**src/rtl/execute_pkg.sv**
```systemverilog
// execute_pkg: EX/MEM pipeline record produced by the execute stage
package execute_pkg;

    typedef struct packed {
        logic [31:0] alu_result;
        logic [31:0] rs2_data;
        logic [4:0]  rd;
        logic        reg_write;
        logic        mem_read;
        logic        mem_write;
        logic        mem_to_reg;
    } ex_mem_t;

endpackage

```
**src/rtl/memory_pkg.sv**
```systemverilog
// memory_pkg: MEM/WB record, MEM stage FSM states and data-memory constants
package memory_pkg;

    typedef enum logic [1:0] {IDLE, REQ, WAIT_RSP} mem_state_e;

    localparam logic [3:0] WSTRB_WORD = 4'hF;

    typedef struct packed {
        logic [4:0]  rd;
        logic        reg_write;
        logic        mem_to_reg;
        logic [31:0] mem_data;
        logic [31:0] alu_result;
    } mem_wb_t;

    localparam mem_wb_t MEM_WB_BUBBLE = '0;

endpackage

```
**src/rtl/mem_access_stage.sv**
```systemverilog
// mem_access_stage: MEM stage issuing word loads/stores over a valid/ready data-memory port
module mem_access_stage
    import execute_pkg::*;
    import memory_pkg::*;
#(
    parameter int unsigned TIMEOUT_CYCLES = 0,
    parameter int unsigned CNT_W          = 8
) (
    input  logic        clk,
    input  logic        reset,
    input  ex_mem_t     ex_mem,
    output logic        dmem_req_valid,
    input  logic        dmem_req_ready,
    output logic        dmem_we,
    output logic [31:0] dmem_addr,
    output logic [31:0] dmem_wdata,
    output logic [3:0]  dmem_wstrb,
    input  logic        dmem_rsp_valid,
    input  logic [31:0] dmem_rdata,
    output logic        mem_stall,
    output mem_wb_t     mem_wb,
    output logic        misaligned_fault,
    output logic        bus_timeout
);

    mem_state_e       state, state_n;
    logic [CNT_W-1:0] cnt;
    mem_wb_t          wb_n;
    logic             mem_op, bad_op, is_store, timed_out;

    assign mem_op    = ex_mem.mem_read ^ ex_mem.mem_write;
    assign bad_op    = (ex_mem.mem_read | ex_mem.mem_write) &&
                       ((ex_mem.mem_read & ex_mem.mem_write) || ex_mem.alu_result[1:0] != 2'b00);
    assign is_store  = ex_mem.mem_write;
    assign timed_out = (TIMEOUT_CYCLES != 0) && (cnt == CNT_W'(TIMEOUT_CYCLES));

    assign dmem_we    = dmem_req_valid & is_store;
    assign dmem_addr  = dmem_req_valid ? ex_mem.alu_result : 32'h0;
    assign dmem_wdata = dmem_req_valid ? ex_mem.rs2_data : 32'h0;
    assign dmem_wstrb = dmem_we ? WSTRB_WORD : 4'h0;

    // Next state, handshake outputs and the MEM/WB record to register; everything quiet during reset
    always_comb begin
        state_n          = state;
        dmem_req_valid   = 1'b0;
        mem_stall        = 1'b0;
        misaligned_fault = 1'b0;
        bus_timeout      = 1'b0;
        wb_n             = MEM_WB_BUBBLE;
        if (!reset) begin
            case (state)
                IDLE, REQ: begin
                    if (state == IDLE && bad_op) begin
                        misaligned_fault = 1'b1;
                    end else if (state == REQ && timed_out) begin
                        bus_timeout = 1'b1;
                        state_n     = IDLE;
                    end else if (state == REQ || mem_op) begin
                        dmem_req_valid = 1'b1;
                        mem_stall      = !(dmem_req_ready && is_store);
                        state_n        = dmem_req_ready ? (is_store ? IDLE : WAIT_RSP) : REQ;
                        if (dmem_req_ready && is_store) begin
                            wb_n.rd         = ex_mem.rd;
                            wb_n.alu_result = ex_mem.alu_result;
                        end
                    end else begin
                        wb_n.rd         = ex_mem.rd;
                        wb_n.reg_write  = ex_mem.reg_write;
                        wb_n.alu_result = ex_mem.alu_result;
                    end
                end
                WAIT_RSP: begin
                    if (dmem_rsp_valid) begin
                        state_n         = IDLE;
                        wb_n.rd         = ex_mem.rd;
                        wb_n.reg_write  = ex_mem.reg_write;
                        wb_n.mem_to_reg = ex_mem.mem_to_reg;
                        wb_n.mem_data   = dmem_rdata;
                        wb_n.alu_result = ex_mem.alu_result;
                    end else if (timed_out) begin
                        bus_timeout = 1'b1;
                        state_n     = IDLE;
                    end else begin
                        mem_stall = 1'b1;
                    end
                end
                default: state_n = IDLE;
            endcase
        end
    end

    // State, saturating timeout counter (cleared on entry to a waiting state) and MEM/WB register
    always_ff @(posedge clk or posedge reset) begin
        if (reset) begin
            state  <= IDLE;
            cnt    <= '0;
            mem_wb <= MEM_WB_BUBBLE;
        end else begin
            state  <= state_n;
            mem_wb <= wb_n;
            if (state_n != state)
                cnt <= '0;
            else if (mem_stall && cnt != {CNT_W{1'b1}})
                cnt <= cnt + CNT_W'(1);
        end
    end

endmodule

```
**config.mk**
```make
export PLATFORM = sky130hd
export DESIGN_NAME = mem_access_stage
export DESIGN_NICKNAME = d
export VERILOG_FILES = /design/src/rtl/execute_pkg.sv /design/src/rtl/memory_pkg.sv /design/src/rtl/mem_access_stage.sv
export SDC_FILE = /design/constraint.sdc
export NUM_CORES = 1
export LEC_CHECK = 0
export CELL_PAD_IN_SITES_DETAIL_PLACEMENT = 1
export CELL_PAD_IN_SITES_GLOBAL_PLACEMENT = 2
export CORE_ASPECT_RATIO = 1.5
export CORE_MARGIN = 1.5
export CORE_UTILIZATION = 19
export DETAILED_ROUTE_END_ITERATION = 7
export GPL_TIMING_DRIVEN = 0
export PLACE_DENSITY_LB_ADDON = 0.1
export REMOVE_ABC_BUFFERS = 1
export SYNTH_ARGS = -nofsm -noshare
export SYNTH_HDL_FRONTEND = slang
export SYNTH_SLANG_ARGS = --single-unit
```
**constraint.sdc**
```tcl
create_clock -name clk -period 12.3 [get_ports clk]
set_clock_uncertainty 0.1 [all_clocks]
set_input_delay 3.075 -clock clk [delete_from_list [all_inputs] [get_ports clk]]
set_output_delay 3.075 -clock clk [all_outputs]
set_load 0.02 [all_outputs]
```
# Word-level counts from Yosys, hierarchy flattened
# Cells that the tools add are included.
[word_totals] regBits=73 input_bits=109 output_inout_bits=144 wordCells=59
[classes] eq_ne=5 mux=33 n_bitwise=5 n_reduce_logical=10
[op_table] cell="32-bit two-way mux" n=5
[op_table] cell="71-bit two-way mux" n=2
[op_table] cell="32-bit case mux with 2 select lines" n=1
[op_table] cell="33-bit two-way mux" n=1
[op_table] cell="1-bit two-way mux" n=12
[op_table] cell="6-bit case mux with 2 select lines" n=1
[op_table] cell="2-bit two-way mux" n=5
[op_table] cell="5-bit two-way mux" n=2
[op_table] cell="6-bit two-way mux" n=1
[op_table] cell="2-bit inequality test, second input constant" n=3
[op_table] cell="4-bit two-way mux" n=1
[op_table] cell="2-bit case mux with 2 select lines" n=1
[op_table] cell="4-bit AND reduction" n=1
[op_table] cell="1-bit logical AND" n=3
[op_table] cell="1-bit bitwise AND" n=2
[op_table] cell="2-bit by 1-bit == test with 1-bit output, second input constant" n=1
[op_table] cell="2-bit == test, second input constant" n=1
[op_table] cell="2-bit zero test" n=1
[op_table] cell="1-bit logical OR" n=2
[op_table] cell="1-bit case mux with 2 select lines" n=1
[op_table] cell="2-bit nonzero test" n=1
[op_table] cell="2-bit OR reduction" n=1
[op_table] cell="1-bit zero test" n=1
[op_table] cell="1-bit inverter" n=1
[op_table] cell="2 further kinds" n=2

# Longest topological paths before layout
# Gate-level depths: netlist of the first run.
[logic_depth] depth_word=9 mapped_depth=7 mapped_depth_nobuf=5

# Worst setup path after synthesis of the first run
# No wires, ideal clock.
[synth_path] path_kind="input port to output port" startpoint="input reset" endpoint="output dmem_wstrb[0]" t_arrival_ps=5931 required_time_ps=9125 path_slack_ps=3194 stages=6 n_path_buf=3 path_cell_list="clkbuf_1 > inv_1 > o221a_4 > buf_6 > and2_1 > buf_4"
[synth_between] elab_chain_cells=3
[synth_lines] element="from (decl)" line_no="mem_access_stage.sv:10" source="input logic reset,"
[synth_lines] element="1-bit two-way mux" line_no="mem_access_stage.sv:50" source="if (!reset) begin"
[synth_lines] element="1-bit bitwise AND" line_no="mem_access_stage.sv:37" source="assign dmem_we = dmem_req_valid & is_store;"
[synth_lines] element="net dmem_we" line_no="mem_access_stage.sv:14" source="output logic dmem_we,"
[synth_lines] element="4-bit two-way mux" line_no="mem_access_stage.sv:40" source="assign dmem_wstrb = dmem_we ? WSTRB_WORD : 4'h0;"
[synth_lines] element="to (decl)" line_no="mem_access_stage.sv:17" source="output logic [3:0] dmem_wstrb,"
# The timed path passes the listed nets, and every way through them passes these cells.

# Final worst setup path of the first run
[layout_path] startpoint="input ex_mem[1] (netlist name)" endpoint="output dmem_wstrb[2]"
[layout_between] elab_chain_cells=9 word_cells_on_any_way=13 classes_between="mux (5); bitwise (4); reduce/logical (4)"
[layout_lines] element="from (decl)" line_no="mem_access_stage.sv:11" source="input ex_mem_t ex_mem,"
[layout_lines] element="1-bit bitwise AND" line_no="mem_access_stage.sv:33" source="((ex_mem.mem_read & ex_mem.mem_write) || ex_mem.alu_result[1:0] != 2'b00);"
[layout_lines] element="1-bit logical OR" line_no="mem_access_stage.sv:33"
[layout_lines] element="1-bit logical AND" line_no="mem_access_stage.sv:32" source="assign bad_op = (ex_mem.mem_read | ex_mem.mem_write) &&"
[layout_lines] element="1-bit logical AND" line_no="mem_access_stage.sv:53" source="if (state == IDLE && bad_op) begin"
[layout_lines] element="1-bit two-way mux" line_no="mem_access_stage.sv:53"
[layout_lines] element="1-bit two-way mux" line_no="mem_access_stage.sv:51" source="case (state)"
[layout_lines] element="1-bit two-way mux" line_no="mem_access_stage.sv:50"
[layout_lines] element="1-bit bitwise AND *" line_no="mem_access_stage.sv:37"
[layout_lines] element="4-bit two-way mux *" line_no="mem_access_stage.sv:40"
# Mark *: on every way between the ends. The rest lies on a longest branch, timed or not.

==> results of run 1 <==
-- placed cells by master (no fill, tap or decap), types with 3 or more instances in the layout --
cell type | netlist | final
buf_8 | 0 | 3
clkinv_4 | 0 | 3
buf_16 | 0 | 3
nand2_1 | 39 | 39
dfrtp_1 | 73 | 73
clkdlybuf4s50_1 | 0 | 251
inv_1 | 4 | 3
clkbuf_16 | 0 | 9
nor3_1 | 3 | 3
a21oi_1 | 38 | 38
and2_1 | 98 | 98
-- stage by stage --
step	setup slack [ns]	util, %	total power [uW]	instance area, sq um	hold slack (ns)
finish	3.316	38.07	658.3	6190	0.6280
global route	3.097	38.07	692.7	6190	0.6955
CTS	3.225	38.07	676.4	6190	0.6222
detailed placement	3.221	36.34	422.8	5909	0.6025
global placement	1.184	35.43	413.4	5762	0.5727
floorplan	2.914	-	320.8	2992	0.5035
-- worst min-delay path, cell delays in order, from the launching register on --
cell and delay [ns]:
dfrtp_1 0.50, nand2_1 0.12, o31ai_1 0.07
-- kinds of logic after synthesis --
group,Yosys count,share of synthesized area [%]
buffers and inverters,32,5.931
other,1,0.1185
AOI/OAI and AO/OA,49,9.174
adders and majority gates,2,0.7907
and+or+nand+nor,147,26.26
DFF,73,57.73
-- area by class of cell --
cell class | instances | share of cell area [%]
Tap cell | 206 | 4.164
Clock buffer | 9 | 3.639
Multi-Input combinational cell | 199 | 18.86
Clock inverter | 7 | 0.8894
Sequential cell | 73 | 29.51
Inverter | 4 | 0.2830
Timing Repair Buffer | 257 | 42.65
-- power groups by stage --
stage	Combinational, uW	Clock (uW)	Sequential (uW)
finish	161	243	254
global route	174	263	256
CTS	165	257	254
detailed placement	164	0	259
global placement	155	0	258
floorplan	50.8	0	270
-- per-layer routing --
layer	GRT usage (%)	share of wire [%]	wire length [um]
met1	13.43	34	3963
met2	24.86	53	6199
met3	5.932	11	1309
met4	5.742	1.5	179
met5	0	0	0
-- how the worst max path moves through the flow --
stage	startpoint	endpoint	slack, ns	cells past startpoint
after CTS	ex_mem[1]	dmem_wstrb[2]	3.22	6
after detailed placement	ex_mem[1]	dmem_wstrb[2]	3.22	6
after floorplan	reset	dmem_we	2.91	3
final	ex_mem[1]	dmem_wstrb[2]	3.32	6
after global routing	ex_mem[1]	dmem_wstrb[2]	3.10	6
after global placement	reset	dmem_we	1.18	5
-- state kept, by name, indices dropped and copies added, names as in the netlist --
name	count
state	2
mem_wb	71
==> metrics.txt, run 1 <==
Final Max Tran Viols=0; Hold-fix buffers, CTS=0; initial antenna violation count=0; Worst Setup End Kind=output port; clk slew on worst S/H paths=roughly 0.060 ns; Root Buffer=clkbuf_16; DR pass1 iterations=4; CTS tree=built; sw frac=around 28%; # IOs=between 200 and 300; largest cells by area after synthesis=dfrtp_1, and2_1, a21oi_1; pin count of the biggest net entering global routing=68; Vias=approximately 3000; vias in the first global route=3432; Clock Sinks=73; Synth Flop Type=dfrtp_1; critical path startpoint category=primary input; width of the die=between 100 and 150 um; Clock power frac=36.9%; Synth area leader=dfrtp_1; Crit Reg-Reg Startpoint=state[1]; initial core utilization=between 10% and 20%; part of the power in registers=38.7%; outcome=finished clean; GR Util All Layers=~14%; Pleak=roughly 0.0026 uW; FF/Latch Area=~1800 sq um; R2R Path End=mem_wb[61]; Async SR Flop Fraction=100.0%; Setup violations, final=0; Die Ht=~160 um; NumNets Final=~660; Inst Count DP=between 700 and 800; Slew headroom=a little under three fifths; area occupied by multi-input gates=about 1200 sq um; most used cell, CP=clkdlybuf4s50_1; Post-CTS Resized=0; Worst Min Path Start=state[0]; Crit Path Category=primary input to output port; Yosys reg bits=73; final std cells w/o fill=755; min cycle time layout=about 9 ns; YS warnings=0; worst slew pin tran=~0.65 ns; Fmax=~0.11 GHz; critical path's largest stage delay=between 0.6 and 0.7 ns; Diodes inserted=0; H-tree lvl count=3; flop2flop setup slack=9.86 ns; Hold WC Path Type=register to register; Comb pwr share=around a quarter; TNS Setup=0 ns; Core ar.=between 15000 and 20000 sq um; RSZ-0062 raised after global routing=false; synth unique cells=28; internal power=471.5 uW; Die ar.=17450 sq um; Total Wirelength=between 10000 and 15000 um; hold path depth=2; area share of the largest cell type after synthesis=57.73%; final worst-path cycle share=73.04%; Via density=around 4.0; post-route ant nets=0; clk buf depth=2; dpl hpwl=slightly below 9000 um; row count=57; Worst EP required=9.12 ns; Mapped Area=3164 sq um; first-pass GRT wire length=18060 um; fillers=between 1500 and 2000; post-synthesis sequential area ratio=between 50% and 60%; Avg Inst Size Synth=10.41 sq um; DR WL/cell=between 15 and 20 um; cells on worst reg2reg path=5; Hold Crit Endpoint=state[0]; detailed-route DRC error count=0; most frequent cell after synthesis=and2_1; grt ovf=0; I/O Buffers=251; area delta synth->final=95.61%; share of cells above drive strength 1=under 10%; slowest CP cell=o221a_4; Crit path max-delay family=buffers and inverters; postcts setup bufs=0; worst path cell trace=clkdlybuf4s50_1 > ha_1 > nor4_4 > o221a_4 > and2_1 > clkdlybuf4s50_1; cell area power density=106.3 nW/um^2; MaxCap Viol Count=0; worst path arrival time=~5.8 ns; Placer Congestion=0.6535; Buf+Inv Stages, Crit Path=2; synth cell count leaders=and2_1, dfrtp_1, nand2_1; VDD IR max=0.05374 mV; crit-path max FO=67; number of buffers created by CTS=9; number of synthesized flops with an enable pin=0; Syn Inst Count=between 300 and 400; worst-skew pair later-pin latency=around 0.33 ns; P_sw=186.8 uW; final hold vios=0; Iteration-0 DRC Markers=between 70 and 80
Note: power is estimated with default switching activity, not from simulation.
==> run 2, diff against run 1 <==
--- a/config.mk
+++ b/config.mk
@@ -9,7 +9,7 @@
 export CELL_PAD_IN_SITES_GLOBAL_PLACEMENT = 2
 export CORE_ASPECT_RATIO = 1.5
 export CORE_MARGIN = 1.5
-export CORE_UTILIZATION = 19
+export CORE_UTILIZATION = 17
 export DETAILED_ROUTE_END_ITERATION = 7
 export GPL_TIMING_DRIVEN = 0
 export PLACE_DENSITY_LB_ADDON = 0.1
==> constraint.sdc (replaced) <==
create_clock -name clk -period 9.3 [get_ports clk]
set_clock_uncertainty 0.1 [all_clocks]
set_input_delay 2.325 -clock clk [delete_from_list [all_inputs] [get_ports clk]]
set_output_delay 2.325 -clock clk [all_outputs]
set_load 0.02 [all_outputs]
==> run 2 against run 1 <==
  * Critical path depth stayed put
  * Die area rose by 11%
  * Combinational power rose by 31%
  * Core utilization decreased by 3.3 points
  * Largest cell class unchanged
  * Wire length is 4.2% higher
  * First-iteration DRC count up 49%
  * Clock power is 66% higher
  * Worst setup slack worse by 1.5 ns
==> metrics.txt, run 2 (synthesis gave the netlist of run 1 again) <==
width of the die=114.4 um (was 108.4 um); number of buffers created by CTS=9 (unchanged); MaxCap Viol Count=0 (unchanged); Clock power frac=42.4% (was 36.9%); Final Max Tran Viols=0 (unchanged); part of the power in registers=35.4% (was 38.7%); vias in the first global route=3396 (was 3432); pin count of the biggest net entering global routing=68 (unchanged); Crit Path Category=primary input to output port (unchanged); worst path arrival time=5.02 ns (was 5.81 ns); Power Total=951.7 uW (was 658.3 uW); worst setup margin=1.855 ns (was 3.316 ns); Clock Sinks=73 (unchanged); DR WL/cell=15.23 um (was 15.43 um); fillers=2018 (was 1842); final worst-path cycle share=between 80% and 90%; Setup violations, final=0 (unchanged); dpl hpwl=9200 um (was 8875 um); Via density=3.847 (was 4.017); placed inst area=5939 sq um (was 5909 sq um); Pleak=0.002645 uW (was 0.002625 uW); worst path cell trace=clkdlybuf4s50_1 > ha_1 > nor4_4 > o221a_4 > and2_1 > clkdlybuf4s50_1 (unchanged); share of cells above drive strength 1=4.927% (was 5.282%); sw frac=26.01% (was 28.37%); Worst EP required=6.88 ns (was 9.12 ns); GR Util All Layers=12.59% (was 13.75%); # IOs=253 (unchanged); Die ar.=19460 sq um (was 17450 sq um); row count=60 (was 57); min cycle time layout=about 7.4 ns; most used cell, CP=clkdlybuf4s50_1 (unchanged); critical path's largest stage delay=0.64 ns (about the same); most flop-heavy register=mem_wb (unchanged); Root Buffer=clkbuf_16 (unchanged); crit-path max FO=67 (unchanged); Iteration-0 DRC Markers=113 (was 76); detailed-route DRC error count=0 (unchanged); clk buf depth=2 (unchanged); commonest non-fill, non-tap cells in the layout=clkdlybuf4s50_1, and2_1, dfrtp_1 (unchanged); top flop regs=mem_wb x71, state x2 (unchanged); postcts setup bufs=0 (unchanged); Hold-fix buffers, CTS=0 (unchanged); VDD IR max=0.07660 mV (was 0.05374 mV); most common cell after layout, fill and taps aside=clkdlybuf4s50_1 (unchanged); grt ovf=0 (unchanged); Placer Congestion=0.6901 (was 0.6535); RSZ-0062 raised after global routing=false (unchanged); NumNets Final=654 (was 655); DR pass1 iterations=4 (unchanged); outcome=finished clean (unchanged); Core ar.=18090 sq um (was 16260 sq um); worst-skew pair later-pin latency=0.33 ns (about the same); critical path startpoint category=primary input (unchanged); first-pass GRT wire length=18570 um (was 18060 um); Buf+Inv Stages, Crit Path=2 (unchanged); cell area power density=151.4 nW/um^2 (was 106.3 nW/um^2); Worst Setup End Kind=output port (unchanged); Vias=3066 (was 3033); P_sw=247.6 uW (was 186.8 uW); Comb pwr share=22.2% (was 24.4%); slowest CP cell=clkdlybuf4s50_1 (was o221a_4); Crit path max-delay family=buffers and inverters (unchanged); Fmax=about 0.13 GHz; Hold WC Path Type=register to register (unchanged); Slew headroom=35.78% (was 56.40%); worst slew pin tran=0.9604 ns (was 0.6521 ns); Die Ht=170.1 um (was 161.1 um); H-tree lvl count=3 (unchanged); area delta synth->final=98.66% (was 95.61%); post-route ant nets=0 (unchanged); initial antenna violation count=1 (was 0); initial core utilization=17.49% (was 19.46%); Total Wirelength=12140 um (was 11650 um); DP Worst Slack=1.756 ns (was 3.221 ns); CTS tree=built (unchanged); Post-CTS Resized=0 (unchanged); internal power=704.1 uW (was 471.5 uW); I/O Buffers=251 (unchanged); number of flip-flops in the largest register=71 (unchanged); clk slew on worst S/H paths=0.06 ns (about the same); final instance area=6286 sq um (was 6190 sq um); final hold vios=0 (unchanged)
-- run 2: cell count changes in the layout (fill, tap and decap cells not counted) --
cell        before  now
diode_2          0    1
clkbuf_1         0    1
clkinv_4         3    1
clkinvlp_4       2    1
buf_12           0    1
buf_8            3    2
buf_16           3    2
bufinv_16        0    3
clkinv_2         1    0
-- run 2: metal layers --
| layer | up-vias | track usage, % | wire length [um] |
|---|---|---|---|
| met2 | 148 | 22.36 | 6328 |
| li1 | 1440 | - | - |
| met3 | 9 | 6.019 | 1346 |
| met5 | - | 0 | 0 |
| met1 | 1469 | 12.82 | 4300 |
| met4 | 0 | 4.239 | 164 |
-- run 2: path summary, 6_finish.rpt --
kind / endpoint / start / slack [ns] / depth (start not counted)
setup / recovery: dmem_we / ex_mem[1] / 1.85 / 6
hold / removal: state[0] / state[0] / 0.65 / 2
setup reg to reg: mem_wb[46] / state[1] / 6.80 / 4
hold reg to reg: state[0] / state[0] / 0.65 / 2
max in group asynchronous: mem_wb[22] / reset / 5.98 / 3
min in group asynchronous: mem_wb[47] / reset / 2.52 / 2
-- run 2: cell type report --
cell class	instances	area, sq um	area share (%)
sequential	73	1827	29.06
tap	248	310.3	4.936
clock inverter	6	115.1	1.831
clock buffer	10	229.0	3.643
multi-input combinational	199	1167	18.57
antenna	1	2.502	0.03981
inverter	4	17.52	0.2787
timing repair buffer	256	2618	41.64
-- run 2: metrics by stage --
stage	utilization (%)	setup TNS [ns]	hold WS [ns]	std cells
finish	34.74	0	0.6476	797
global route	34.73	0	0.7058	796
CTS	34.73	0	0.6412	796
detailed placement	32.83	0	0.6317	780
global placement	32.14	-20.94	0.5786	775
floorplan	-	0	0.5035	276
-- run 2: worst register-to-register path, cell delays in order, from the launching register on --
cell and delay [ns]:
dfrtp_1 0.60, nand3b_1 0.77, nor2_2 0.59, buf_8 0.23, and2_1 0.16
-- run 2: power groups by stage --
stage          logic [uW]  registers (uW)  clock network (uW)
6_report              211             337                 404
5_1_grt               229             338                 433
4_1_cts               217             337                 420
3_5_place_dp          216             343                   0
3_3_place_gp          206             342                   0
2_1_floorplan        67.2             357                   0
==> run 3, diff against run 2 <==
==> constraint.sdc (replaced) <==
create_clock -name clk -period 7 [get_ports clk]
set_clock_uncertainty 0.1 [all_clocks]
set_input_delay 1.75 -clock clk [delete_from_list [all_inputs] [get_ports clk]]
set_output_delay 1.75 -clock clk [all_outputs]
set_load 0.02 [all_outputs]
==> results of run 3 <==
The final DEF is identical to that of run 2. Status: finished clean.
Among the figures that moved: setup slack after placement 1.756 ns -> 0.6057 ns; setup slack after layout 1.855 ns -> 0.7046 ns; register-to-register setup slack 6.80 ns -> 4.50 ns; total power 951.7 uW -> 1264 uW; worst IR drop on VDD 0.07660 mV -> 0.1018 mV
